$ cat src/rtl/csr_hpm_responder.sv
// Counter/timer CSR responder: mcycle, minstret, hpmcounter3..16 and their read-only
// user shadows. One request at a time; the response is held on a valid/ready channel.
module csr_hpm_responder #(
    parameter int XLEN    = 64,
    parameter int NUM_EVT = 14
) (
    input  logic               clk,
    input  logic               rst,
    input  logic               req_valid_i,
    output logic               req_ready_o,
    input  logic [11:0]        req_addr_i,
    input  logic [1:0]         req_op_i,
    input  logic [XLEN-1:0]    req_wdata_i,
    input  logic [1:0]         priv_lvl_i,
    input  logic [31:0]        mcounteren_i,
    input  logic [1:0]         instret_i,
    input  logic [NUM_EVT-1:0] events_i,
    output logic               rsp_valid_o,
    input  logic               rsp_ready_i,
    output logic [XLEN-1:0]    rsp_rdata_o,
    output logic               rsp_err_o
);
    localparam logic [1:0] OP_READ  = 2'b00;
    localparam logic [1:0] OP_WRITE = 2'b01;
    localparam logic [1:0] OP_SET   = 2'b10;
    localparam logic [1:0] OP_CLR   = 2'b11;
    localparam logic [1:0] PRIV_M   = 2'b11;

    typedef enum logic {
        ST_IDLE = 1'b0,
        ST_RESP = 1'b1
    } state_t;

    state_t            r_state;
    logic              r_req_ready;
    logic              r_rsp_valid;
    logic              r_rsp_err;
    logic [XLEN-1:0]   r_rsp_rdata;
    logic [XLEN-1:0]   r_mcycle;
    logic [XLEN-1:0]   r_minstret;
    logic [XLEN-1:0]   r_evt [NUM_EVT];

    logic [4:0]        w_idx;
    logic              w_is_b;
    logic              w_is_c;
    logic              w_err;
    logic              w_accept;
    logic              w_wr_en;
    logic [XLEN-1:0]   w_old;
    logic [XLEN-1:0]   w_wval;

    // 0xB00..0xB1F and 0xC00..0xC1F share the low five address bits as counter index
    assign w_idx    = req_addr_i[4:0];
    assign w_is_b   = (req_addr_i[11:5] == 7'h58);
    assign w_is_c   = (req_addr_i[11:5] == 7'h60);
    assign w_accept = (r_state == ST_IDLE) && req_valid_i;
    assign w_wr_en  = w_accept && !w_err && w_is_b && (req_op_i != OP_READ);

    // Access check: address ownership, privilege, read-only shadows, mcounteren gating
    always_comb begin
        w_err = 1'b0;
        if (!(w_is_b || w_is_c) || (w_idx == 5'd1)) begin
            w_err = 1'b1;
        end else if (w_is_b) begin
            w_err = (priv_lvl_i != PRIV_M);
        end else if (req_op_i != OP_READ) begin
            w_err = 1'b1;
        end else if (priv_lvl_i != PRIV_M) begin
            w_err = !mcounteren_i[w_idx];
        end else begin
            w_err = 1'b0;
        end
    end

    // Current counter value; reserved indices read as zero
    always_comb begin
        w_old = '0;
        if (w_idx == 5'd0) begin
            w_old = r_mcycle;
        end else if (w_idx == 5'd2) begin
            w_old = r_minstret;
        end else begin
            for (int i = 0; i < NUM_EVT; i++) begin
                w_old = (w_idx == 5'(i + 3)) ? r_evt[i] : w_old;
            end
        end
    end

    // Write value per operation
    always_comb begin
        w_wval = '0;
        case (req_op_i)
            OP_WRITE: w_wval = req_wdata_i;
            OP_SET:   w_wval = w_old | req_wdata_i;
            OP_CLR:   w_wval = w_old & ~req_wdata_i;
            default:  w_wval = w_old;
        endcase
    end

    // Counters: a written counter takes the write value instead of incrementing
    always_ff @(posedge clk or posedge rst) begin
        if (rst) begin
            r_mcycle   <= '0;
            r_minstret <= '0;
            for (int i = 0; i < NUM_EVT; i++) begin
                r_evt[i] <= '0;
            end
        end else begin
            r_mcycle   <= (w_wr_en && (w_idx == 5'd0)) ? w_wval : r_mcycle + XLEN'(1'b1);
            r_minstret <= (w_wr_en && (w_idx == 5'd2)) ? w_wval : r_minstret + XLEN'(instret_i);
            for (int i = 0; i < NUM_EVT; i++) begin
                r_evt[i] <= (w_wr_en && (w_idx == 5'(i + 3))) ? w_wval
                                                               : r_evt[i] + XLEN'(events_i[i]);
            end
        end
    end

    // Request/response FSM with registered response fields
    always_ff @(posedge clk or posedge rst) begin
        if (rst) begin
            r_state     <= ST_IDLE;
            r_req_ready <= 1'b1;
            r_rsp_valid <= 1'b0;
            r_rsp_rdata <= '0;
            r_rsp_err   <= 1'b0;
        end else begin
            case (r_state)
                ST_IDLE: begin
                    if (req_valid_i) begin
                        r_state     <= ST_RESP;
                        r_req_ready <= 1'b0;
                        r_rsp_valid <= 1'b1;
                        r_rsp_rdata <= w_err ? '0 : w_old;
                        r_rsp_err   <= w_err;
                    end
                end
                ST_RESP: begin
                    if (rsp_ready_i) begin
                        r_state     <= ST_IDLE;
                        r_req_ready <= 1'b1;
                        r_rsp_valid <= 1'b0;
                    end
                end
                default: begin
                    r_state     <= ST_IDLE;
                    r_req_ready <= 1'b1;
                    r_rsp_valid <= 1'b0;
                    r_rsp_rdata <= '0;
                    r_rsp_err   <= 1'b0;
                end
            endcase
        end
    end

    assign req_ready_o = r_req_ready;
    assign rsp_valid_o = r_rsp_valid;
    assign rsp_rdata_o = r_rsp_rdata;
    assign rsp_err_o   = r_rsp_err;

endmodule

$ cat config.mk
export PLATFORM = sky130hd
export DESIGN_NAME = csr_hpm_responder
export DESIGN_NICKNAME = d
export VERILOG_FILES = /design/src/rtl/csr_hpm_responder.sv
export SDC_FILE = /design/constraint.sdc
export NUM_CORES = 2
export LEC_CHECK = 0
export ABC_AREA = 1
export CORE_MARGIN = 5
export CORE_UTILIZATION = 43
export CTS_CLUSTER_SIZE = 25
export DETAILED_ROUTE_END_ITERATION = 8
export PLACE_DENSITY = 0.67
export SLEW_MARGIN = 0
export SYNTH_ARGS = -nofsm -noshare
export SYNTH_HDL_FRONTEND = slang
export SYNTH_SLANG_ARGS = --single-unit
$ cat constraint.sdc
create_clock -name clk -period 31.3 [get_ports clk]
set_input_delay 3.13 -clock clk [delete_from_list [all_inputs] [get_ports clk]]
set_output_delay 3.13 -clock clk [all_outputs]
set_load 0.02 [all_outputs]
==> impl_metrics.yaml <==
timing:
  holdWs_ps: 481
  finClkSkew_ps: 38.0
  setup_viol: 0
  max_freq_mhz: 116
  rsz0062_at_grt: "false"
  hold_viol: 0
  tns_ps: 0
  worst_slew_pin_slew_ps: 1460
  relSlewSlack: 0.0193
  fin_ws_ps: 22650
  fin_crit_ps: 8650
  final_max_slew_viol_count: 0
  fin_crit_sh: 0.276
job:
  maxCapViolCount: 1
routing:
  dr.pass1.iters: 8
  vias: 84100
  drtIter0Drc: 12000
  wl_mm: 395
  drc: 0
  final_antenna_net_count: 0
  vias_per_cell: 5.86
  wire_per_inst_um: 27.5
outcome:
  violations: "capacitance limit"
  status: "finished, violations left"
synth:
  postSynth.asyncResetShare: 1.00
  synth_area_per_cell_um2: 6.49
  ys_ff_latch: 1092
  yosysUniqueCellTypes: 41
  synth-edff-count: 0
  synth_area_um2: 76800
  yosysSeqAreaShare: 0.356
  syn_nets: 12000
  syn_inst: 11800
  yosysWarnings: 0
  synth-main-ff-cell: "dfrtp_1"
clock_tree:
  cts_tree: "yes"
  hold_buffers: 0
  clock_latency_ps: 820
  ctsResizeCount: 0
  cts_buffer_depth: 3
  htreeDepth: 4
  clock_sinks: 1092
  cts_made_buffers: 141
  clk_pin_slew_worst_paths_ps: 50
  cts_setup_buffers: 0
  cts_root_buffer: "clkbuf_16"
power_and_ir_drop:
  ir_drop_uv: 52.2
  finalPower_mw: 3.87
  p_leak_nw: 43.4
  cellPowerDensity_nw_per_um2: 45.0
final_layout:
  fillCellCount: 18500
  multi_input_area_um2: 43700
  fin_area_um2: 86000
  drive_gt1_frac: 0.0422
  regArea_um2: 27300
  nNetsFinal: 12100
  final_util: 0.483
  area_delta_synth_final_pct: 12.1
  final_cells: 14400
placed_design:
  hpwl_mm: 290
  place_inst: 14100
  place_area_um2: 81300
  numPortBuffers: 198
  gp_congestion: 1.05
  pre_cts_ws_ps: 21770
critical_path:
  crit_path_max_incr_delay_ps: 880
  r2r_slack_ps: 26720
  cp-startpoint: "req_addr_i[3]"
  cp_data_arrival_time_ps: 9380
  r2r_cells: 14
  critPathRequiredTime_ps: 32030
  critPathLaunchType: "input pin"
  worstReg2RegEnd: "r_evt[383]"
  path_class: "input pin to flip-flop"
  r2r_start: "r_evt[767]"
  cpMaxStageDelayCell: "clkdlybuf4s50_1"
  endpoint: "r_evt[383]"
  cp_cell_sequence: "clkdlybuf4s50_1 > inv_1 > nor2_1 > inv_1 > nor2_4 > buf_4 > nand2_1 > nand2_1 > inv_1 > nand4_1 > nand2_1 > nand4_1 > nor2_1 > nand3_1 > nand2_1 > nand2_1 > nand3_1 > nand2_1 > buf_4 > nand2_1 > nand2_1"
  timing.critical_path.mode_cell: "nand2_1"
  end_kind: "flip-flop"
  cp_max_fo: 48
worst_hold_path:
  hold_class: "flip-flop to flip-flop"
global_routing:
  grt_use_met3: 0.100
  met2_usage: 0.614
  track_usage: 0.411
  grt-ovfl-total: 0
  grt_pass1_wl_mm: 560
  grtUsageMet1: 0.512
  antenna_found_initial: 16
  grt.busiest_layer: "met2"
  grt_max_degree: 173
  grt_pass1_vias: 79000
die:
  core_um2: 178000
  die_x_um: 433
  initial_core_util: 0.431
  row_count: 155
  die_area_um2: 187000
  die_h_um: 433
  io_pins: 199
report_power, final:
part / switching, mW / internal [mW]
registers: 0.0793 / 1.49
logic: 0.442 / 0.150
clock network: 0.717 / 0.998
total: 1.24 / 2.63
worst max-delay path, delay by kind of cell:
kind	cells	cell delay [ps]
buffers and inverters	6	2430
and+or+nand+nor	15	3660
synthesized netlist by cell type (167+ instances only):
| cell | count | share of area |
|---|---|---|
| xnor2_1 | 167 | 0.019 |
| inv_1 | 1077 | 0.053 |
| xor2_1 | 813 | 0.093 |
| nor3_1 | 412 | 0.027 |
| o21ai_0 | 229 | 0.015 |
| dfrtp_1 | 1091 | 0.36 |
| nor2_1 | 833 | 0.041 |
| nand2_1 | 5343 | 0.26 |
| nand4_1 | 454 | 0.037 |
| clkbuf_1 | 281 | 0.014 |
| nor4_1 | 198 | 0.016 |
| nand3_1 | 541 | 0.035 |
state kept, by name, summed over array words and instances (netlist names):
name / cells
r_mcycle: 64
rsp_valid_o: 1
r_minstret: 64
rsp_err_o: 1
rsp_rdata_o: 64
req_ready_o: 1
r_state: 1
r_evt: 896
worst min path at each step:
stage | from | end | cells after the start
3_3_place_gp | rsp_rdata_o[11] | rsp_rdata_o[11] | 2
2_1_floorplan | r_state | rsp_valid_o | 3
5_1_grt | rsp_rdata_o[21] | rsp_rdata_o[21] | 2
4_1_cts | rsp_rdata_o[21] | rsp_rdata_o[21] | 2
6_report | rsp_rdata_o[21] | rsp_rdata_o[21] | 2
3_5_place_dp | rsp_rdata_o[9] | rsp_rdata_o[9] | 2
cell families (layout without fill, tap and decap cells):
logic type,after synthesis,after routing,synth area share
AND/OR/NAND/NOR,7930,7930,0.432
adder cells (fa/ha/maj),32,32,0.00531
AO/OA/AOI/OAI,258,258,0.0175
flip-flops,1092,1092,0.356
buffers and inverters,1537,1704,0.0776
other,0,8,0
XOR/XNOR,980,980,0.112
layout by cell type, fill, tap and decap left out, types with 33 or more instances in the layout:
master,count
buf_4,153
clkbuf_16,148
clkbuf_8,33
clkdlybuf4s50_1,198
dfrtp_1,1091
inv_1,1076
nand2_1,5341
nand3_1,531
nand4_1,454
nor2_1,813
nor3_1,410
nor4_1,198
o21ai_0,229
or2_2,43
xnor2_1,167
xor2_1,812
per-layer routing:
layer / vias up / wire length, um
met3: 1351 / 41500
li1: 37200 / -
met5: - / 78
met1: 40400 / 148000
met4: 12 / 38300
met2: 5193 / 168000
final cells by class:
class                           count  area share
Multi-Input combinational cell   9200       0.508
Timing Repair Buffer              353      0.0368
Antenna cell                        8    0.000233
Clock inverter                     45     0.00532
Inverter                         1100      0.0480
Clock buffer                      206      0.0494
Tap cell                         2355      0.0342
Sequential cell                  1092       0.318
Power figures use the tool's default switching activity.
